## config.mk

```make
export PLATFORM = sky130hd
export DESIGN_NAME = cart_rom_ctl
export DESIGN_NICKNAME = d
export VERILOG_FILES = /design/src/rtl/cart_rom_ctl.sv
export SDC_FILE = /design/constraint.sdc
export NUM_CORES = 1
export LEC_CHECK = 0
export CORE_MARGIN = 5
export CORE_UTILIZATION = 52
export CTS_BUF_LIST = sky130_fd_sc_hd__clkbuf_8 sky130_fd_sc_hd__clkbuf_16
export DETAILED_ROUTE_END_ITERATION = 6
export GPL_TIMING_DRIVEN = 0
export PLACE_DENSITY_LB_ADDON = 0.25
export SKIP_LAST_GASP = 1
export SLEW_MARGIN = 30
export SYNTH_ARGS = -nofsm -noshare
export SYNTH_HDL_FRONTEND = slang
export SYNTH_SLANG_ARGS = --single-unit
export TNS_END_PERCENT = 1
```

## constraint.sdc

```tcl
create_clock -name clk_sys -period 4.65 [get_ports clk_sys]
set_clock_uncertainty 0.2 [all_clocks]
set_input_delay 0.465 -clock clk_sys [delete_from_list [all_inputs] [get_ports clk_sys]]
set_output_delay 0.465 -clock clk_sys [all_outputs]
set_load 0.1 [all_outputs]
```

## src/rtl/cart_rom_ctl.sv

```systemverilog
// rtl/cart_rom_ctl.sv - cartridge ROM port arbiter: HPS load, small-image mirror fill, console fetch
module cart_rom_ctl #(
    parameter int HOLD_CYCLES = 16,
    parameter int FILL_SIZE   = 4096
) (
    input  logic        clk_sys,
    input  logic        reset,
    input  logic        ioctl_download,
    input  logic        ioctl_wr,
    input  logic [24:0] ioctl_addr,
    input  logic [7:0]  ioctl_dout,
    input  logic [14:0] cpu_addr,
    output logic [7:0]  cpu_data,
    output logic [14:0] mem_addr,
    output logic        mem_we,
    output logic [7:0]  mem_din,
    input  logic [7:0]  mem_dout,
    output logic [16:0] rom_size,
    output logic        core_reset,
    output logic        busy
);
    typedef enum logic [2:0] {IDLE, LOAD, FILL_RD, FILL_WR, HOLD} state_t;

    localparam int HW = $clog2(HOLD_CYCLES + 1);
    localparam logic [HW-1:0] HOLD_LAST = HW'(HOLD_CYCLES - 1);
    localparam logic [16:0]   FILL_LIM  = 17'(FILL_SIZE);
    localparam logic [14:0]   FILL_LAST = 15'(FILL_SIZE - 1);

    state_t        state;
    logic          dl_q;
    logic          pass_q;
    logic [14:0]   src;
    logic [14:0]   dst;
    logic [HW-1:0] hold_cnt;

    logic          dl_rise;
    logic          dl_fall;
    logic          load_wr;
    logic [16:0]   wr_end;
    logic [16:0]   rom_next;

    assign dl_rise  = ioctl_download & ~dl_q;
    assign dl_fall  = ~ioctl_download & dl_q;
    assign load_wr  = (state == LOAD) && ioctl_wr && (ioctl_addr[24:15] == 10'd0);
    assign wr_end   = {2'b00, ioctl_addr[14:0]} + 17'd1;
    // Size seen at the falling edge must include a write landing in that same cycle
    assign rom_next = (load_wr && (wr_end > rom_size)) ? wr_end : rom_size;

    assign cpu_data   = pass_q ? mem_dout : 8'hFF;
    assign core_reset = reset | (state != IDLE);
    assign busy       = (state != IDLE);

    always_comb begin
        mem_addr = 15'd0;
        mem_we   = 1'b0;
        mem_din  = 8'd0;
        if (!reset) begin
            case (state)
                IDLE: mem_addr = cpu_addr;
                LOAD: begin
                    mem_addr = ioctl_addr[14:0];
                    if (load_wr) begin
                        mem_we  = 1'b1;
                        mem_din = ioctl_dout;
                    end
                end
                FILL_RD: mem_addr = src;
                FILL_WR: begin
                    mem_addr = dst;
                    mem_we   = 1'b1;
                    mem_din  = mem_dout;
                end
                default: mem_addr = 15'd0;
            endcase
        end
    end

    always_ff @(posedge clk_sys) begin
        if (reset) begin
            state    <= IDLE;
            dl_q     <= 1'b0;
            pass_q   <= 1'b0;
            rom_size <= 17'd0;
            src      <= 15'd0;
            dst      <= 15'd0;
            hold_cnt <= '0;
        end else begin
            dl_q   <= ioctl_download;
            pass_q <= (state == IDLE);
            case (state)
                IDLE: begin
                    if (dl_rise) begin
                        state    <= LOAD;
                        rom_size <= 17'd0;
                    end
                end
                LOAD: begin
                    rom_size <= rom_next;
                    if (dl_fall) begin
                        if ((rom_next != 17'd0) && (rom_next < FILL_LIM)) begin
                            state <= FILL_RD;
                            src   <= 15'd0;
                            dst   <= rom_next[14:0];
                        end else begin
                            state    <= HOLD;
                            hold_cnt <= '0;
                        end
                    end
                end
                FILL_RD: state <= FILL_WR;
                FILL_WR: begin
                    dst      <= dst + 15'd1;
                    // Wrap instead of modulo: src walks the image cyclically
                    src      <= (({2'b00, src} + 17'd1) == rom_size) ? 15'd0 : src + 15'd1;
                    hold_cnt <= '0;
                    state    <= (dst == FILL_LAST) ? HOLD : FILL_RD;
                end
                HOLD: begin
                    if (hold_cnt == HOLD_LAST) begin
                        state <= IDLE;
                    end else begin
                        hold_cnt <= hold_cnt + 1'b1;
                    end
                end
                default: state <= IDLE;
            endcase
            if (dl_rise && (state == FILL_RD || state == FILL_WR || state == HOLD)) begin
                state    <= LOAD;
                rom_size <= 17'd0;
            end
        end
    end
endmodule

```

# Yosys cells after proc, flatten, opt, wreduce, memory -nomap -nowiden
# Cells that the tools add are included.
# op_classes
reduce_logical	20
n_bitwise	5
n_lt_le_gt_ge	2
n_eq_ne	16
muxes	30
addsub	5
# ops
cell	count
two-way mux 15 bit	6
one-hot mux 15 bit (2 select lines)	2
one-hot mux 15 bit (4 select lines)	1
two-way mux 17 bit	2
one-hot mux 17 bit (2 select lines)	1
adder 15 x 1 -> 16 bit, second input constant	2
adder 15 x 1 -> 15 bit, second input constant	2
two-way mux 8 bit	3
== test 16 x 17 -> 1 bit	1
> comparator 16 x 17 -> 1 bit	1
less-than comparator 17 x 13 -> 1 bit, second input constant	1
nonzero test 17 bit	1
one-hot mux 8 bit (2 select lines)	1
== test 15 x 12 -> 1 bit, second input constant	1
two-way mux 3 bit	5
two-way mux 5 bit	3
one-hot mux 3 bit (5 select lines)	1
one-hot mux 5 bit (3 select lines)	1
logical NOT 10 bit	1
inequality test 2 bit, second input constant	5
inequality test 3 x 2 -> 1 bit, second input constant	3
AND reduction 3 bit	3
== test 3 x 2 -> 1 bit, second input constant	2
nonzero test 3 bit	2
17 further kinds	27
# totals
out_inout_bits	51
word_cells	86
inputBits	60
ff_bits	57

# Longest topological paths before layout
# Gate-level depths: netlist of the first run.
# logic_depth
ltp_word	11
ltp_mapped	16
ltp_nobuf	13

# Worst setup path after synthesis of the first run
# Ideal clock, no wire load.
# synth_path
path_kind	register -> output
startpoint	register state[0]
endpoint	output mem_addr[12]
slack_ps	689
path_buffers	4
stages_incl_launch_ff	9
arrival_time_ps	3296
t_required_ps	3985
path_cell_list	dfxtp_1 clkbuf_1 nor2b_1 clkbuf_1 and2_1 clkbuf_1 buf_1 a22oi_1 a21oi_1
# synth_between
elab_chain_cells	3
word_cells_on_any_way	6
classes_between	3 x eq/ne; 2 x mux; 1 x reduce/logical
# synth_lines
element	line_no	rtl
from (decl)	29	state_t state;
from (signal assigned)	116	state <= (dst == FILL_LAST) ? HOLD : FILL_RD;
== test 3 x 2 -> 1 bit, or another cell as far along	58	case (state)
one-hot mux 15 bit (4 select lines) (*)	58	
two-way mux 15 bit (*)	57	if (!reset) begin
to (decl)	14	output logic [14:0] mem_addr,
# Mark *: on every way between the ends. The rest lies on a longest branch, timed or not.

# Final worst setup path of the first run
# layout_path
startpoint	register state[0]
endpoint	output mem_addr[10]
# The elaborated chain is that of the path after synthesis.

==> results.cfg, run 1 <==
[outcome]
status = complete, but fails checks
violated_checks = DRC, setup timing

[die]
placement_rows = 35
dieHeight_um = 108
num_io_pins = 111
die_x_um = 108
coreArea_mm2 = 0.00928
effective_utilization_at_floorplan = 0.538
die_area_mm2 = 0.0117

[synthesis]
yosysWarnings = 0
ys_seq_elements = 57
syn-num-nets = 736
yosys.area.top_type = sky130_fd_sc_hd__dfxtp_1
dominantRegCellSynth = sky130_fd_sc_hd__dfxtp_1
synth_cells = 655
ys_async_sr_fraction = 0
synth.top_cell.area_share = 0.228
yosys-top-cells-area = sky130_fd_sc_hd__dfxtp_1 (23%), sky130_fd_sc_hd__a22oi_1 (8.1%), sky130_fd_sc_hd__ha_1 (5.3%)
synth-seq-area-share = 0.228
postSynthAreaPerCell_um2 = 7.63
synth_enable_flop_cells = 0
synth_cell_types = 76
mappedNetlistArea_mm2 = 0.00499

[timing]
max_slew_margin = 0.329
worst_pin_slew_ns = 1.00
final.min_clock_period_ns = 4.83
rsz_0062_raised_after_global_routing = yes
finalCritPeriodShare = 1.04
max_freq_ghz = 0.207
setup_slack_ns = -0.182
slew_violations = 0
timing.final.hold_violations = 0
report.final.setup_viol = 19

[setup_path]
worstPathRequired_ns = 3.98
most_repeated_library_cell_on_the_critical_path = sky130_fd_sc_hd__clkbuf_1
worst_path_largest_cell_delay_ns = 1.18
element_type_at_the_critical_path_start = flip-flop
critical_path_peak_fanout = 10
critPathSlowestCell = sky130_fd_sc_hd__clkdlybuf4s50_1
timing.critical_path.to_type = output port
critical_path.cell_chain = clkbuf_1 -> nor2b_1 -> clkbuf_1 -> and2_1 -> clkbuf_1 -> clkbuf_1 -> a22oi_1 -> a21oi_1 -> clkdlybuf4s50_1
crit_type = flip-flop to output port
cp.arrival_ns = 4.17

[grt]
grt_antenna_before_repair = 0
grt_max_degree = 11
globalRouteTotalUtil = 0.318
grt_first_pass_wirelength_um = 29300
grt_pass1_vias = 5661
grt_overflow_total = 0

[clock_network]
clock_sink_count = 57
clk_pin_slew_worst_paths_ns = 0.07
cts.root.buffer_cell = sky130_fd_sc_hd__clkbuf_8
cts_max_level = 3
cts-buffers-inserted = 9
cts_setup_buffers = 0
cts_max_path_buffers = 2
cts_tree = yes
source_to_sink_clock_delay_at_the_later_pin_of_the_worst_skew_pair_ns = 0.35

[place]
dp_hpwl_um = 14700
dpl_cell_area_mm2 = 0.00621
gpl.final_weighted_congestion = 0.993
port-buffer-count = 105
pre_cts_ws_ns = -0.373

[pwr]
total_leakage_power_nw = 2.26
irDropWorstVdd_uv = 219
cellPowerDensity_mw_per_mm2 = 222

[layout]
fillers = 794
fraction_of_layout_instances_using_a_drive_strength_above_1 = 0.0839
diodes = 0
multi_input_area_mm2 = 0.00351
regArea_mm2 = 0.00114
final_design_area_no_fill_mm2 = 0.00645
fin_nets = 852
layout-area-overhead-vs-synth_pct = 29.1

[route]
route.detailed.wl_per_inst_um = 20.7
route.final.wire_length_um = 18700
drtAntennaViolNets = 0
routed-via-count = 5876
drc_errors = 2
vias_per_cell = 6.50
dr.pass1.iters = 7
drt_iter0_drc = 698

[job]
drv_cap = 0

[hold_path]
hold_path_class = flip-flop to flip-flop
-- cells in the final DEF, fill, tap and decap left out, drive strengths merged, types with 17 or more instances in the layout --
master and instances:
nand2 51, nor3 22, xnor2 18, a21oi 35, dfxtp 57, inv 37, nor2 65, a22oi 54
buf 17, ha 21, nand3 29, clkbuf 36, clkdlybuf4s50 98
-- state kept, by name, indices dropped and copies added, names as in the netlist --
name	count
dl_q	1
pass_q	1
state	3
dst	15
hold_cnt	5
src	15
rom_size	17
-- final timing paths --
path	from	endpoint	slack, ns	cells past startpoint
min	hold_cnt[3]	hold_cnt[3]	0.29	1
max	state[0]	mem_addr[10]	-0.18	9
min reg2reg	hold_cnt[3]	hold_cnt[3]	0.29	1
max reg2reg	rom_size[2]	rom_size[10]	1.04	10
-- power breakdown --
| part | switching [mW] | internal [mW] |
|---|---|---|
| logic | 0.283 | 0.122 |
| registers | 0.00355 | 0.491 |
| clock network | 0.220 | 0.312 |
| total | 0.506 | 0.926 |
-- cells by family after synthesis --
family	count (synthesis)	share of synthesized area
DFF	57	0.228
buffers and inverters	81	0.0701
adders and majority gates	21	0.0526
muxes	15	0.0321
AOI/OAI and AO/OA	190	0.289
xor gates and xnor gates	33	0.0579
and+or+nand+nor	258	0.270
-- cells in the mapped netlist (all sizes together) (4+ instances only) --
library cell   n
mux2           8
nor2          65
inv           37
o21ai         15
nor2b          7
and4           5
o21a           4
a22oi         54
o22a           4
o221ai         8
and2           6
o31a           4
a211oi         6
a221oi         4
ha            21
nand3         29
a31oi          4
a311oi         5
a21oi         35
nor4          14
or4            4
clkbuf        26
dfxtp         57
o2bb2ai        5
nand2b        14
o211ai         6
nand3b         4
nor3          22
nand2         51
and3           9
o31ai          7
o32ai          7
buf           17
mux2i          7
nand4         14
xnor2         18
xor2          15
-- worst max-delay path, delay by kind of cell, from the launching register on --
kind | cells | cell delay [ns]
buffers and inverters | 5 | 2.69
AOI/OAI and AO/OA | 2 | 0.42
and+or+nand+nor | 2 | 0.38
DFF | 1 | 0.32
-- through the flow --
stage	total power, mW	TNS (ns)	utilization	hold slack (ns)	std cells
final	1.43	-1.02	0.695	0.292	904
after global routing	1.47	-14.35	0.695	0.317	904
after floorplan	0.765	0	-	0.243	655
after global placement	0.898	-7.26	0.669	0.260	889
after detailed placement	0.905	-13.31	0.669	0.272	889
after CTS	1.43	-0.943	0.692	0.285	904
-- layout make-up --
cell class | instances | area share
multi-input cells | 517 | 0.545
flip-flops and latches | 57 | 0.177
repair buffers | 105 | 0.165
plain buffers | 43 | 0.0322
well taps | 129 | 0.0250
inverters | 38 | 0.0221
clock buffers | 10 | 0.0213
clock inverters | 5 | 0.0124
-- timing repair --
item	4_1_cts	5_1_grt
gates cloned	0	0
hold buffers	0	0
resized for setup	1	7
endpoints found under the setup margin	20	71
-- per-layer routing --
metal  global-route usage  wire, um  vias up
li1                     -         -     2701
met1                0.411      7430     2759
met2                0.511      8610      363
met3               0.0794      2060       53
met4                0.116       620        0
met5                    0         0        -
Power figures use the tool's default switching activity.
==> run 2: changes to the inputs <==
--- a/config.mk
+++ b/config.mk
@@ -9,7 +9,6 @@
 export CORE_UTILIZATION = 52
 export CTS_BUF_LIST = sky130_fd_sc_hd__clkbuf_8 sky130_fd_sc_hd__clkbuf_16
 export DETAILED_ROUTE_END_ITERATION = 6
-export GPL_TIMING_DRIVEN = 0
 export PLACE_DENSITY_LB_ADDON = 0.25
 export SKIP_LAST_GASP = 1
 export SLEW_MARGIN = 30
==> constraint.sdc (replaced) <==
create_clock -name clk_sys -period 4.8 [get_ports clk_sys]
set_clock_uncertainty 0.2 [all_clocks]
set_input_delay 0.48 -clock clk_sys [delete_from_list [all_inputs] [get_ports clk_sys]]
set_output_delay 0.48 -clock clk_sys [all_outputs]
set_load 0.1 [all_outputs]
==> run 2 against run 1 <==
Hold slack worse by 0.0084 ns. The run now ends clean. Critical path type is now primary input to flip-flop. Sequential share of layout area increased by 0.12 points. Sequential power down 2%. Critical endpoint is now dst[12]. Die area is the same.
==> results.cfg, run 2 (synthesis results as in run 1) <==
[grt]
grt_pass1_vias = 5628
grt_antenna_before_repair = 0
globalRouteTotalUtil = 0.303
grt_max_degree = 26
grt_overflow_total = 0
grt_first_pass_wirelength_um = 28200

[die]
effective_utilization_at_floorplan = 0.538
coreArea_mm2 = 0.00928
die_x_um = 108
placement_rows = 35
die_area_mm2 = 0.0117
dieHeight_um = 108
num_io_pins = 111

[layout]
final_common_cell = sky130_fd_sc_hd__clkdlybuf4s50_1
largest_reg_flops = 17
most_frequent_cells_in_the_layout = sky130_fd_sc_hd__clkdlybuf4s50_1 (85), sky130_fd_sc_hd__nor2_1 (65), sky130_fd_sc_hd__dfxtp_1 (57)
layout_top_registers = rom_size: 17 flops, dst: 15 flops, src: 15 flops
largest_register = rom_size
layout-area-overhead-vs-synth_pct = 28.2
fraction_of_layout_instances_using_a_drive_strength_above_1 = 0.132
diodes = 0
stdcell_count = 892
fin_nets = 839

[setup_path]
buf_inv_on_cp = 2
element_type_at_the_critical_path_start = primary input
crit_type = primary input to flip-flop
cp.arrival_ns = 4.42
timing.critical_path.to_type = flip-flop
critPathSlowestCell = sky130_fd_sc_hd__clkdlybuf4s50_1
worst_path_dominant_cell_family = compound AO/OA/AOI/OAI gates
worst_path_largest_cell_delay_ns = 0.53
worstPathRequired_ns = 4.85
critical_path.cell_chain = clkdlybuf4s50_1 -> ha_1 -> nand2_1 -> nor4_2 -> xor2_1 -> ha_1 -> nand4_1 -> nor4_1 -> o31a_1 -> o31a_2 -> o22a_1 -> o21ai_0 -> buf_4 -> a311oi_1
critical_path_peak_fanout = 17
most_repeated_library_cell_on_the_critical_path = sky130_fd_sc_hd__ha_1

[timing]
report.final.setup_viol = 0
setup_total_negative_slack_ns = 0
timing.final.hold_violations = 0
final.min_clock_period_ns = 4.36
rsz_0062_raised_after_global_routing = no
worst_pin_slew_ns = 0.995
max_slew_margin = 0.335
finalCritPeriodShare = 0.909
max_freq_ghz = 0.229
slew_violations = 0

[route]
drt_iter0_drc = 647
drc_errors = 0
vias_per_cell = 6.55
dr.pass1.iters = 6
drtAntennaViolNets = 0
route.final.wire_length_um = 18000
routed-via-count = 5843
route.detailed.wl_per_inst_um = 20.2

[pwr]
design_power_total_mw = 1.40
cellPowerDensity_mw_per_mm2 = 218
irDropWorstVdd_uv = 184
total_leakage_power_nw = 2.25

[clock_network]
cts_resized = 0
cts_setup_buffers = 0
holdBufCountCts = 0
cts_max_path_buffers = 2
clock_sink_count = 57
source_to_sink_clock_delay_at_the_later_pin_of_the_worst_skew_pair_ns = 0.35
cts-buffers-inserted = 9
clk_pin_slew_worst_paths_ns = 0.08
cts_max_level = 3
cts_tree = yes
cts.root.buffer_cell = sky130_fd_sc_hd__clkbuf_8

[place]
gpl.final_weighted_congestion = 0.942
port-buffer-count = 110
dp_hpwl_um = 13700
number_of_cells_after_detailed_placement = 876

[hold_path]
hold_path_class = flip-flop to flip-flop

[job]
drv_cap = 0

[outcome]
status = complete, no violations
==> run 2: changes by cell type in the layout (fill, tap and decap cells not counted), moves of 2 or more <==
cell / change
sky130_fd_sc_hd__buf_2: -7
sky130_fd_sc_hd__buf_4: +46
sky130_fd_sc_hd__clkbuf_1: -26
sky130_fd_sc_hd__inv_6: +2
sky130_fd_sc_hd__clkdlybuf4s50_1: -13
sky130_fd_sc_hd__dlymetal6s2s_1: -6
sky130_fd_sc_hd__buf_1: -3
sky130_fd_sc_hd__buf_6: -3
==> run 2: layout make-up <==
type,count,area (um^2)
tap,129,161
multi-input combinational,517,3510
inverter,38,143
timing repair buffer,135,1230
sequential,57,1140
clock inverter,7,101
clock buffer,9,124
fill,790,2880
==> run 2: routing by layer <==
| layer | vias to the layer above | part of all wire | global-route usage |
|---|---|---|---|
| met1 | 2732 | 0.40 | 0.401 |
| met4 | 0 | 0.033 | 0.115 |
| li1 | 2685 | - | - |
| met3 | 63 | 0.10 | 0.0627 |
| met2 | 363 | 0.46 | 0.484 |
| met5 | - | 0 | 0 |
==> run 2: final timing paths <==
kind                  from          end  slack [ns]  cells after the start
max          ioctl_addr[1]      dst[12]        0.44                     14
min            hold_cnt[4]  hold_cnt[4]        0.28                      2
max reg2reg         src[0]       src[2]        1.22                      8
min reg2reg    hold_cnt[4]  hold_cnt[4]        0.28                      2
==> run 2: stage by stage <==
stage	utilization	area [um^2]	setup slack [ns]	hold WS, ns
6_report	0.690	6400	0.437	0.284
5_1_grt	0.690	6400	0.0352	0.315
4_1_cts	0.690	6400	0.488	0.292
3_5_place_dp	0.666	6180	0.146	0.279
3_3_place_gp	0.666	6180	0.264	0.260
2_1_floorplan	-	4990	0.824	0.243
==> run 2: tightest hold or removal path: stages, from the launching register on <==
cell	delay (ns)
sky130_fd_sc_hd__dfxtp_1	0.31
sky130_fd_sc_hd__o21ai_0	0.07
sky130_fd_sc_hd__a21oi_1	0.06
==> run 2: where the power goes <==
| part | switching (mW) | internal, mW |
|---|---|---|
| sequential | 0.00724 | 0.476 |
| clock | 0.232 | 0.297 |
| combinational | 0.267 | 0.120 |
| total | 0.507 | 0.893 |
